`src/rtl/reset_sequencer_pkg.sv`:
```
// -----------------------------------------------------------------------------
// reset_sequencer_pkg
// Shared definitions for the board reset sequencer:
//   - state_e      : 3-bit state encoding, also driven out on state_o for LEDs
//   - DEF_*        : default counter width and cycle constants
//   - is_timed     : states in which the shared down-counter runs
//   - abort_exempt : states in which losing PLL lock is not an abort
// -----------------------------------------------------------------------------
package reset_sequencer_pkg;

    typedef enum logic [2:0] {
        ST_HOLD    = 3'd0,
        ST_LOCK    = 3'd1,
        ST_PERIPH  = 3'd2,
        ST_MEMINIT = 3'd3,
        ST_CPUDLY  = 3'd4,
        ST_RUN     = 3'd5,
        ST_FAULT   = 3'd6
    } state_e;

    localparam int DEF_CNT_W          = 16;
    localparam int DEF_HOLD_CYCLES    = 16;
    localparam int DEF_PERIPH_CYCLES  = 8;
    localparam int DEF_CPU_CYCLES     = 4;
    localparam int DEF_TIMEOUT_CYCLES = 4096;

    // The counter only moves in states that measure an interval.
    function automatic logic is_timed(input state_e st);
        logic timed_s;
        case (st)
            ST_HOLD, ST_PERIPH, ST_MEMINIT, ST_CPUDLY: timed_s = 1'b1;
            default:                                   timed_s = 1'b0;
        endcase
        return timed_s;
    endfunction

    // Before any release the PLL may come and go without restarting the sequence.
    function automatic logic abort_exempt(input state_e st);
        logic exempt_s;
        case (st)
            ST_HOLD, ST_LOCK: exempt_s = 1'b1;
            default:          exempt_s = 1'b0;
        endcase
        return exempt_s;
    endfunction

endpackage

```
`src/rtl/reset_sequencer_seq_timer.sv`:
```
// -----------------------------------------------------------------------------
// seq_timer
// Loadable down-counter shared by all timed states of the reset sequencer.
// Ports:
//   clk_i       in   clock
//   rst_ni      in   synchronous active-low reset, loads RST_VAL
//   load_i      in   load load_val_i (has priority over en_i)
//   load_val_i  in   value to load
//   en_i        in   decrement enable; the counter saturates at zero
//   zero_o      out  counter is zero
// -----------------------------------------------------------------------------
module seq_timer #(
    parameter int               CNT_W   = 16,
    parameter logic [CNT_W-1:0] RST_VAL = {CNT_W{1'b0}}
) (
    input  logic             clk_i,
    input  logic             rst_ni,
    input  logic             load_i,
    input  logic [CNT_W-1:0] load_val_i,
    input  logic             en_i,
    output logic             zero_o
);

    logic [CNT_W-1:0] cnt_r;
    logic             zero_s;

    assign zero_s = (cnt_r == {CNT_W{1'b0}});
    assign zero_o = zero_s;

    // Counter register: reset load, explicit load, or saturating decrement.
    always_ff @(posedge clk_i) begin
        if (!rst_ni) begin
            cnt_r <= RST_VAL;
        end else if (load_i) begin
            cnt_r <= load_val_i;
        end else if (en_i && !zero_s) begin
            cnt_r <= cnt_r - {{(CNT_W-1){1'b0}}, 1'b1};
        end else begin
            cnt_r <= cnt_r;
        end
    end

endmodule

```
`src/rtl/reset_sequencer.sv`:
```
// -----------------------------------------------------------------------------
// reset_sequencer
// Releases board resets in order (peripherals, RAM init, CPU) once the reset
// request has been low long enough and the PLL is locked. Any new request, or
// loss of lock after release has begun, drops every reset again.
// Ports:
//   clk_i          in   system clock
//   rst_ni         in   synchronous active-low reset
//   req_rst_i      in   reset request from the delay stage (1 = hold in reset)
//   pll_lock_i     in   PLL locked, synchronous to clk_i
//   mem_done_i     in   RAM initialiser finished
//   periph_rstn_o  out  peripheral reset, active-low
//   mem_start_o    out  one-cycle start pulse to the RAM initialiser
//   cpu_rstn_o     out  CPU reset, active-low
//   ready_o        out  high only in RUN
//   timeout_o      out  sticky RAM-init timeout flag
//   state_o        out  current state encoding
// -----------------------------------------------------------------------------
module reset_sequencer
    import reset_sequencer_pkg::*;
#(
    parameter int CNT_W          = DEF_CNT_W,
    parameter int HOLD_CYCLES    = DEF_HOLD_CYCLES,
    parameter int PERIPH_CYCLES  = DEF_PERIPH_CYCLES,
    parameter int CPU_CYCLES     = DEF_CPU_CYCLES,
    parameter int TIMEOUT_CYCLES = DEF_TIMEOUT_CYCLES
) (
    input  logic       clk_i,
    input  logic       rst_ni,
    input  logic       req_rst_i,
    input  logic       pll_lock_i,
    input  logic       mem_done_i,
    output logic       periph_rstn_o,
    output logic       mem_start_o,
    output logic       cpu_rstn_o,
    output logic       ready_o,
    output logic       timeout_o,
    output logic [2:0] state_o
);

    localparam logic [CNT_W-1:0] HOLD_LOAD    = CNT_W'(HOLD_CYCLES - 1);
    localparam logic [CNT_W-1:0] PERIPH_LOAD  = CNT_W'(PERIPH_CYCLES - 1);
    localparam logic [CNT_W-1:0] CPU_LOAD     = CNT_W'(CPU_CYCLES - 1);
    localparam logic [CNT_W-1:0] TIMEOUT_LOAD = CNT_W'(TIMEOUT_CYCLES - 1);

    state_e           state_r;
    state_e           state_nxt_s;
    logic             periph_rstn_r;
    logic             periph_rstn_nxt_s;
    logic             mem_start_r;
    logic             mem_start_nxt_s;
    logic             cpu_rstn_r;
    logic             cpu_rstn_nxt_s;
    logic             ready_r;
    logic             ready_nxt_s;
    logic             timeout_r;
    logic             timeout_nxt_s;

    logic             abort_s;
    logic             tmr_load_s;
    logic [CNT_W-1:0] tmr_load_val_s;
    logic             tmr_en_s;
    logic             tmr_zero_s;

    seq_timer #(
        .CNT_W   (CNT_W),
        .RST_VAL (HOLD_LOAD)
    ) u_timer (
        .clk_i      (clk_i),
        .rst_ni     (rst_ni),
        .load_i     (tmr_load_s),
        .load_val_i (tmr_load_val_s),
        .en_i       (tmr_en_s),
        .zero_o     (tmr_zero_s)
    );

    // A request or a lost PLL (once past LOCK) restarts from HOLD; both together are one abort.
    assign abort_s = req_rst_i | (~pll_lock_i & ~abort_exempt(state_r));

    // Next-state, next-output and timer-control decode.
    always_comb begin
        state_nxt_s       = state_r;
        periph_rstn_nxt_s = periph_rstn_r;
        mem_start_nxt_s   = 1'b0;
        cpu_rstn_nxt_s    = cpu_rstn_r;
        ready_nxt_s       = ready_r;
        timeout_nxt_s     = timeout_r;
        tmr_load_s        = 1'b0;
        tmr_load_val_s    = HOLD_LOAD;
        tmr_en_s          = is_timed(state_r);

        if (abort_s) begin
            state_nxt_s       = ST_HOLD;
            periph_rstn_nxt_s = 1'b0;
            cpu_rstn_nxt_s    = 1'b0;
            ready_nxt_s       = 1'b0;
            tmr_load_s        = 1'b1;
            tmr_load_val_s    = HOLD_LOAD;
        end else begin
            case (state_r)
                ST_HOLD: begin
                    periph_rstn_nxt_s = 1'b0;
                    cpu_rstn_nxt_s    = 1'b0;
                    ready_nxt_s       = 1'b0;
                    if (tmr_zero_s) begin
                        state_nxt_s   = ST_LOCK;
                        timeout_nxt_s = 1'b0;
                    end else begin
                        state_nxt_s   = ST_HOLD;
                    end
                end
                ST_LOCK: begin
                    if (pll_lock_i) begin
                        state_nxt_s       = ST_PERIPH;
                        periph_rstn_nxt_s = 1'b1;
                        tmr_load_s        = 1'b1;
                        tmr_load_val_s    = PERIPH_LOAD;
                    end else begin
                        state_nxt_s       = ST_LOCK;
                    end
                end
                ST_PERIPH: begin
                    if (tmr_zero_s) begin
                        state_nxt_s     = ST_MEMINIT;
                        mem_start_nxt_s = 1'b1;
                        tmr_load_s      = 1'b1;
                        tmr_load_val_s  = TIMEOUT_LOAD;
                    end else begin
                        state_nxt_s     = ST_PERIPH;
                    end
                end
                ST_MEMINIT: begin
                    // A done seen while the start pulse is still out belongs to a previous run.
                    if (mem_done_i && !mem_start_r) begin
                        state_nxt_s    = ST_CPUDLY;
                        tmr_load_s     = 1'b1;
                        tmr_load_val_s = CPU_LOAD;
                    end else if (tmr_zero_s) begin
                        state_nxt_s    = ST_FAULT;
                        timeout_nxt_s  = 1'b1;
                    end else begin
                        state_nxt_s    = ST_MEMINIT;
                    end
                end
                ST_CPUDLY: begin
                    if (tmr_zero_s) begin
                        state_nxt_s    = ST_RUN;
                        cpu_rstn_nxt_s = 1'b1;
                        ready_nxt_s    = 1'b1;
                    end else begin
                        state_nxt_s    = ST_CPUDLY;
                    end
                end
                ST_RUN: begin
                    state_nxt_s = ST_RUN;
                end
                ST_FAULT: begin
                    state_nxt_s       = ST_FAULT;
                    periph_rstn_nxt_s = 1'b1;
                    cpu_rstn_nxt_s    = 1'b0;
                    ready_nxt_s       = 1'b0;
                end
                default: begin
                    state_nxt_s       = ST_HOLD;
                    periph_rstn_nxt_s = 1'b0;
                    cpu_rstn_nxt_s    = 1'b0;
                    ready_nxt_s       = 1'b0;
                    tmr_load_s        = 1'b1;
                    tmr_load_val_s    = HOLD_LOAD;
                end
            endcase
        end
    end

    // State and output registers.
    always_ff @(posedge clk_i) begin
        if (!rst_ni) begin
            state_r       <= ST_HOLD;
            periph_rstn_r <= 1'b0;
            mem_start_r   <= 1'b0;
            cpu_rstn_r    <= 1'b0;
            ready_r       <= 1'b0;
            timeout_r     <= 1'b0;
        end else begin
            state_r       <= state_nxt_s;
            periph_rstn_r <= periph_rstn_nxt_s;
            mem_start_r   <= mem_start_nxt_s;
            cpu_rstn_r    <= cpu_rstn_nxt_s;
            ready_r       <= ready_nxt_s;
            timeout_r     <= timeout_nxt_s;
        end
    end

    assign periph_rstn_o = periph_rstn_r;
    assign mem_start_o   = mem_start_r;
    assign cpu_rstn_o    = cpu_rstn_r;
    assign ready_o       = ready_r;
    assign timeout_o     = timeout_r;
    assign state_o       = state_r;

endmodule

```
`config.mk`:
```
export PLATFORM = sky130hd
export DESIGN_NAME = reset_sequencer
export DESIGN_NICKNAME = d
export VERILOG_FILES = /design/src/rtl/reset_sequencer_pkg.sv /design/src/rtl/reset_sequencer_seq_timer.sv /design/src/rtl/reset_sequencer.sv
export SDC_FILE = /design/constraint.sdc
export NUM_CORES = 1
export LEC_CHECK = 0
export BUFFER_PORTS_ARGS = -buffer_cell sky130_fd_sc_hd__buf_2
export CORE_MARGIN = 3
export CORE_UTILIZATION = 40
export DETAILED_ROUTE_END_ITERATION = 8
export SYNTH_ARGS = -nofsm -noshare
export SYNTH_HDL_FRONTEND = slang
export SYNTH_SLANG_ARGS = --single-unit
```
`constraint.sdc`:
```
create_clock -name clk_i -period 4.8 [get_ports clk_i]
set_clock_uncertainty 0.05 [all_clocks]
set_input_delay 0.96 -clock clk_i [delete_from_list [all_inputs] [get_ports clk_i]]
set_output_delay 0.96 -clock clk_i [all_outputs]
set_load 0.03 [all_outputs]
```
-- After elaboration in Yosys (flattened, before gate mapping)
Index checks and enable logic that the tools add are counted.
- reductions and logical operators: 18
- add/subtract/negate cells: 1
- bitwise logic cells: 9
- equal/unequal tests: 11
- mux-type cells: 28
- operator list (kind ; count):
    one-hot mux 12 bit (3 select lines) ; 1
    two-way mux 16 bit ; 2
    two-way mux 12 bit ; 2
    one-hot mux 3 bit (7 select lines) ; 1
    zero test 16 bit ; 1
    OR reduction 4 bit ; 4
    subtractor 16 x 1 -> 16 bit, second input constant ; 1
    two-way mux 1 bit ; 13
    equality test 3 bit, second input constant ; 3
    two-way mux 4 bit ; 2
    NOT 1 bit ; 7
    equality test 3 x 2 -> 1 bit, second input constant ; 2
    two-way mux 3 bit ; 2
    inequality test 2 x 1 -> 1 bit, second input constant ; 3
    AND reduction 5 bit ; 1
    inequality test 2 bit, second input constant ; 2
    one-hot mux 1 bit (2 select lines) ; 2
    one-hot mux 1 bit (4 select lines) ; 1
    AND reduction 2 bit ; 2
    nonzero test 2 bit ; 2
    OR reduction 2 bit ; 2
    equality test 3 x 1 -> 1 bit, second input constant ; 1
    zero test 3 bit ; 1
    one-hot mux 1 bit (3 select lines) ; 1
    6 further kinds ; 8
- register bits after elaboration: 23
- word-level logic and storage cells: 73

-- Logic depth before layout (Yosys ltp)
- depth in word-level cells: 8
- mapped depth: 10
- depth with buffers taken out: 8

-- Cells and area by module
From an unflattened synthesis, not the netlist that was laid out.
- cells, all modules: 177
- area, all modules: 1418.9 µm²
- modules (own cells, without submodules) (module ; instances ; cells an instance ; area an instance (µm²) ; seq. area each (µm²)):
    seq_timer ; 1 ; 125 ; 988.4 ; 320.3
    reset_sequencer ; 1 ; 52 ; 430.4 ; 140.1

-- Least setup slack after synthesis
OpenSTA, ideal clock, no wires.
- path type: in2reg
- start: input pll_lock_i
- end: register u_timer.cnt_r[10]
- buffers on the path: 1
- setup slack: 2.296 ns
- stages: 7
- data arrival time: 2.340 ns
- cells stage by stage: nor2_1 > or2_2 > nor3_1 > and2_1 > buf_2 > a21oi_1 > o21a_1
- cells in the longest elaborated chain, start to end: 5
- elaborated cells on any way between the ends: 9
- classes of those cells: mux: 5; bitwise: 3; reduce/logical: 1
- RTL lines (item ; line ; source):
    start, declared ; reset_sequencer.sv:31 ; input logic pll_lock_i,
    parallel branches: the longest is 5 deep, another holds two-way mux 16 bit ; n/a ;
    end signal, assigned ; reset_sequencer_seq_timer.sv:35 ; cnt_r <= load_val_i;
    end signal, assigned ; reset_sequencer_seq_timer.sv:37 ; cnt_r <= cnt_r - {{(CNT_W-1){1'b0}}, 1'b1};
    end signal, assigned ; reset_sequencer_seq_timer.sv:39 ; cnt_r <= cnt_r;
    end, declared ; reset_sequencer_seq_timer.sv:24 ; logic [CNT_W-1:0] cnt_r;
Parallel ways; which one is timed is not known.
A chain may end at the register's enable or synchronous reset.

-- Worst setup path after layout
- start: register u_timer.cnt_r[0]
- end: register u_timer.cnt_r[9]
- cells in the longest elaborated chain, start to end: 5
- elaborated cells on any way between the ends: 13
- classes of those cells: add/sub: 1; mux: 8; reduce/logical: 4
- RTL lines (item):
    parallel branches: the longest is 5 deep, another holds subtractor 16 x 1 -> 16 bit
Parallel ways; which one is timed is not known. The select of a mux whose other input is x is not followed.

==> impl_metrics.yaml <==
drt:
  drtPass1Iterations: 4
  finalWirelength_um: 3510
  drt_first_iter_violations: 113
  vias: 1439
  viasPerCell: 5.80
  ant_nets: 0
  wl_per_cell_um: 14.2
  drc: 0
pwr:
  p_leak_nw: 0.595
  peakVddDrop_uv: 83.2
  power_uw: 335
  power.density_nw_per_um2: 208
logic_synthesis:
  synth.top_cell.area_share_pct: 30.7
  synthCells: 195
  ys_seq_elements: 23
  synth-seq-area-share_pct: 30.7
  synthTopCellsByArea: "dfxtp_1, a21oi_1, nor2_1"
  yosysTopAreaCell: "dfxtp_1"
  avgSynthCellArea_um2: 7.69
  syn_nets: 203
  synth_cell_types: 48
  yosysWarnings: 0
  synth_area_um2: 1500
place:
  dp_hpwl_um: 2540
  port_buffers: 12
  globalplace.congestion: 0.871
  place_area_um2: 1570
sta:
  slew_headroom_pct: 64.2
  timing.final.crit_share_pct: 56.4
  drv_slew: 0
  max_freq_mhz: 369
  whs_ns: 0.469
  tns_ns: 0
  min_period_ns: 2.71
  rsz0062_at_grt: "no"
  hold_violations: 0
  worst_slew_pin_slew_ns: 0.524
  finalSetupViolCount: 0
critical_path:
  worstPathCellList: "inv_1, ha_1, nor4b_4, nand4_4, or4_4, or3_1, a21o_1, a21oi_2"
  critPathKind: "flop to flop"
  cp_max_fo: 11
  cp-end-kind: "flop"
  cp_data_required_time_ns: 4.96
  arrival_ns: 2.87
  startpoint_type: "flop"
  cpMaxStageDelayCell: "or4_4"
  cp_top_family: "simple AND/OR/NAND/NOR gates"
  path_buf_inv: 1
  slowest_delay_ns: 0.55
floorplan:
  die_area_um2: 4520
  die_x_um: 67.2
  ios: 13
  core_um2: 3470
  start_util_pct: 43.3
  placementRows: 21
  dieHeight_um: 67.2
cts:
  post_cts_buffers: 0
  htree_levels: 1
  cts_hold_buf: 0
  cts_resized: 0
  cts-root-buf: "clkbuf_8"
  cts_buffer_depth: 2
  cts.sinks: 23
  clock_latency_ns: 0.27
  cts_tree: "yes"
  cts_made_buffers: 3
  clk_pin_slew_ns: 0.09
finish:
  antenna_cells: 0
  nFillCells: 359
  drive_gt1_share_pct: 13.4
  layout_common_cells: "nor2_1, a21oi_1, dfxtp_1, nand2_1, buf_2"
  final_common_cell: "nor2_1"
  utilization_pct: 46.5
  final_area_um2: 1610
  areaGrowthSynthToFinish_pct: 7.42
  nets: 211
grt:
  first_global_vias: 1270
  grt_util_met1_pct: 25.3
  overflow: 0
  grtUsageMet2_pct: 25.9
  grt_util_all_layers_pct: 17.3
  antenna_found_initial: 0
  grtUsageMet3_pct: 2.00
  busiest_layer: "met2"
  grt_pass1_wl_um: 6040
  grt_max_degree: 17
outcome:
  status: "complete, no violations"
hold_path:
  hp-class: "flop to flop"
job:
  drv_cap: 0
## cells in the mapped netlist (all sizes together)
library cell	instances
nand3b	2
o2111ai	2
or2	2
buf	5
nand2	19
or4	2
ha	3
nor2b	2
o22ai	1
nand4	6
clkbuf	5
nand3	7
a31oi	2
dfxtp	23
o21ai	10
o21a	3
mux2i	1
o311ai	1
and3	1
a311oi	1
a21boi	1
a21oi	24
nor3	10
o2bb2ai	2
o31ai	1
o311a	1
nor2	24
xor2	1
nor4b	2
a21o	1
and2	3
mux2	1
a22oi	1
nand2b	4
a2111oi	1
inv	6
nor4	4
xnor2	3
or3	7
## tightest hold or removal path, stage by stage (launching register included)
cell	delay, ns
dfxtp_1	0.33
mux2i_1	0.06
nor2b_1	0.09
## power breakdown
| part | total, mW | switching (mW) | internal (mW) |
|---|---|---|---|
| logic | 0.0172 | 0.0116 | 0.00559 |
| clock network | 0.126 | 0.0664 | 0.0594 |
| registers | 0.192 | 0.000634 | 0.191 |
## flip-flops by register name, indices dropped and copies added, names as in the netlist
signal	cells
state_o	3
u_timer.cnt_r	16
ready_o	1
mem_start_o	1
timeout_o	1
periph_rstn_o	1
## cells by family (layout without fill, tap and decap cells)
family | after synthesis | in the layout | synth area share (%)
AOI/OAI and AO/OA | 52 | 52 | 21.1
xor gates and xnor gates | 4 | 4 | 2.34
adders and majority gates | 3 | 3 | 2.50
buffers and inverters | 16 | 23 | 5.42
DFF | 23 | 23 | 30.7
muxes | 2 | 2 | 1.42
and+or+nand+nor | 95 | 95 | 36.5
## through the flow
stage / worst slack (ns) / std cells
6_report: 2.09 / 248
4_1_cts: 2.13 / 248
3_3_place_gp: 2.14 / 244
2_1_floorplan: 2.30 / 195
5_1_grt: 1.93 / 248
3_5_place_dp: 2.09 / 244
## final timing paths
path | startpoint | endpoint | slack [ns] | depth (start not counted)
max | u_timer.cnt_r[0] | u_timer.cnt_r[9] | 2.09 | 8
min | timeout_o | timeout_o | 0.47 | 2
max reg2reg | u_timer.cnt_r[0] | u_timer.cnt_r[9] | 2.09 | 8
min reg2reg | timeout_o | timeout_o | 0.47 | 2
## final cells by class
type	instances	area (µm²)	share of cell area, %
clock buffers	4	45.0	2.80
repair buffers	13	67.6	4.19
well taps	46	57.6	3.57
inverters	6	22.5	1.40
multi-input cells	156	958	59.5
flip-flops and latches	23	460	28.6
## metal layers
layer  up-vias  routed length, µm
li1        726                  -
met1       681               1800
met2        28               1550
met3         4                112
met4         0                 48
met5         -                  0
Power figures use the tool's default switching activity.
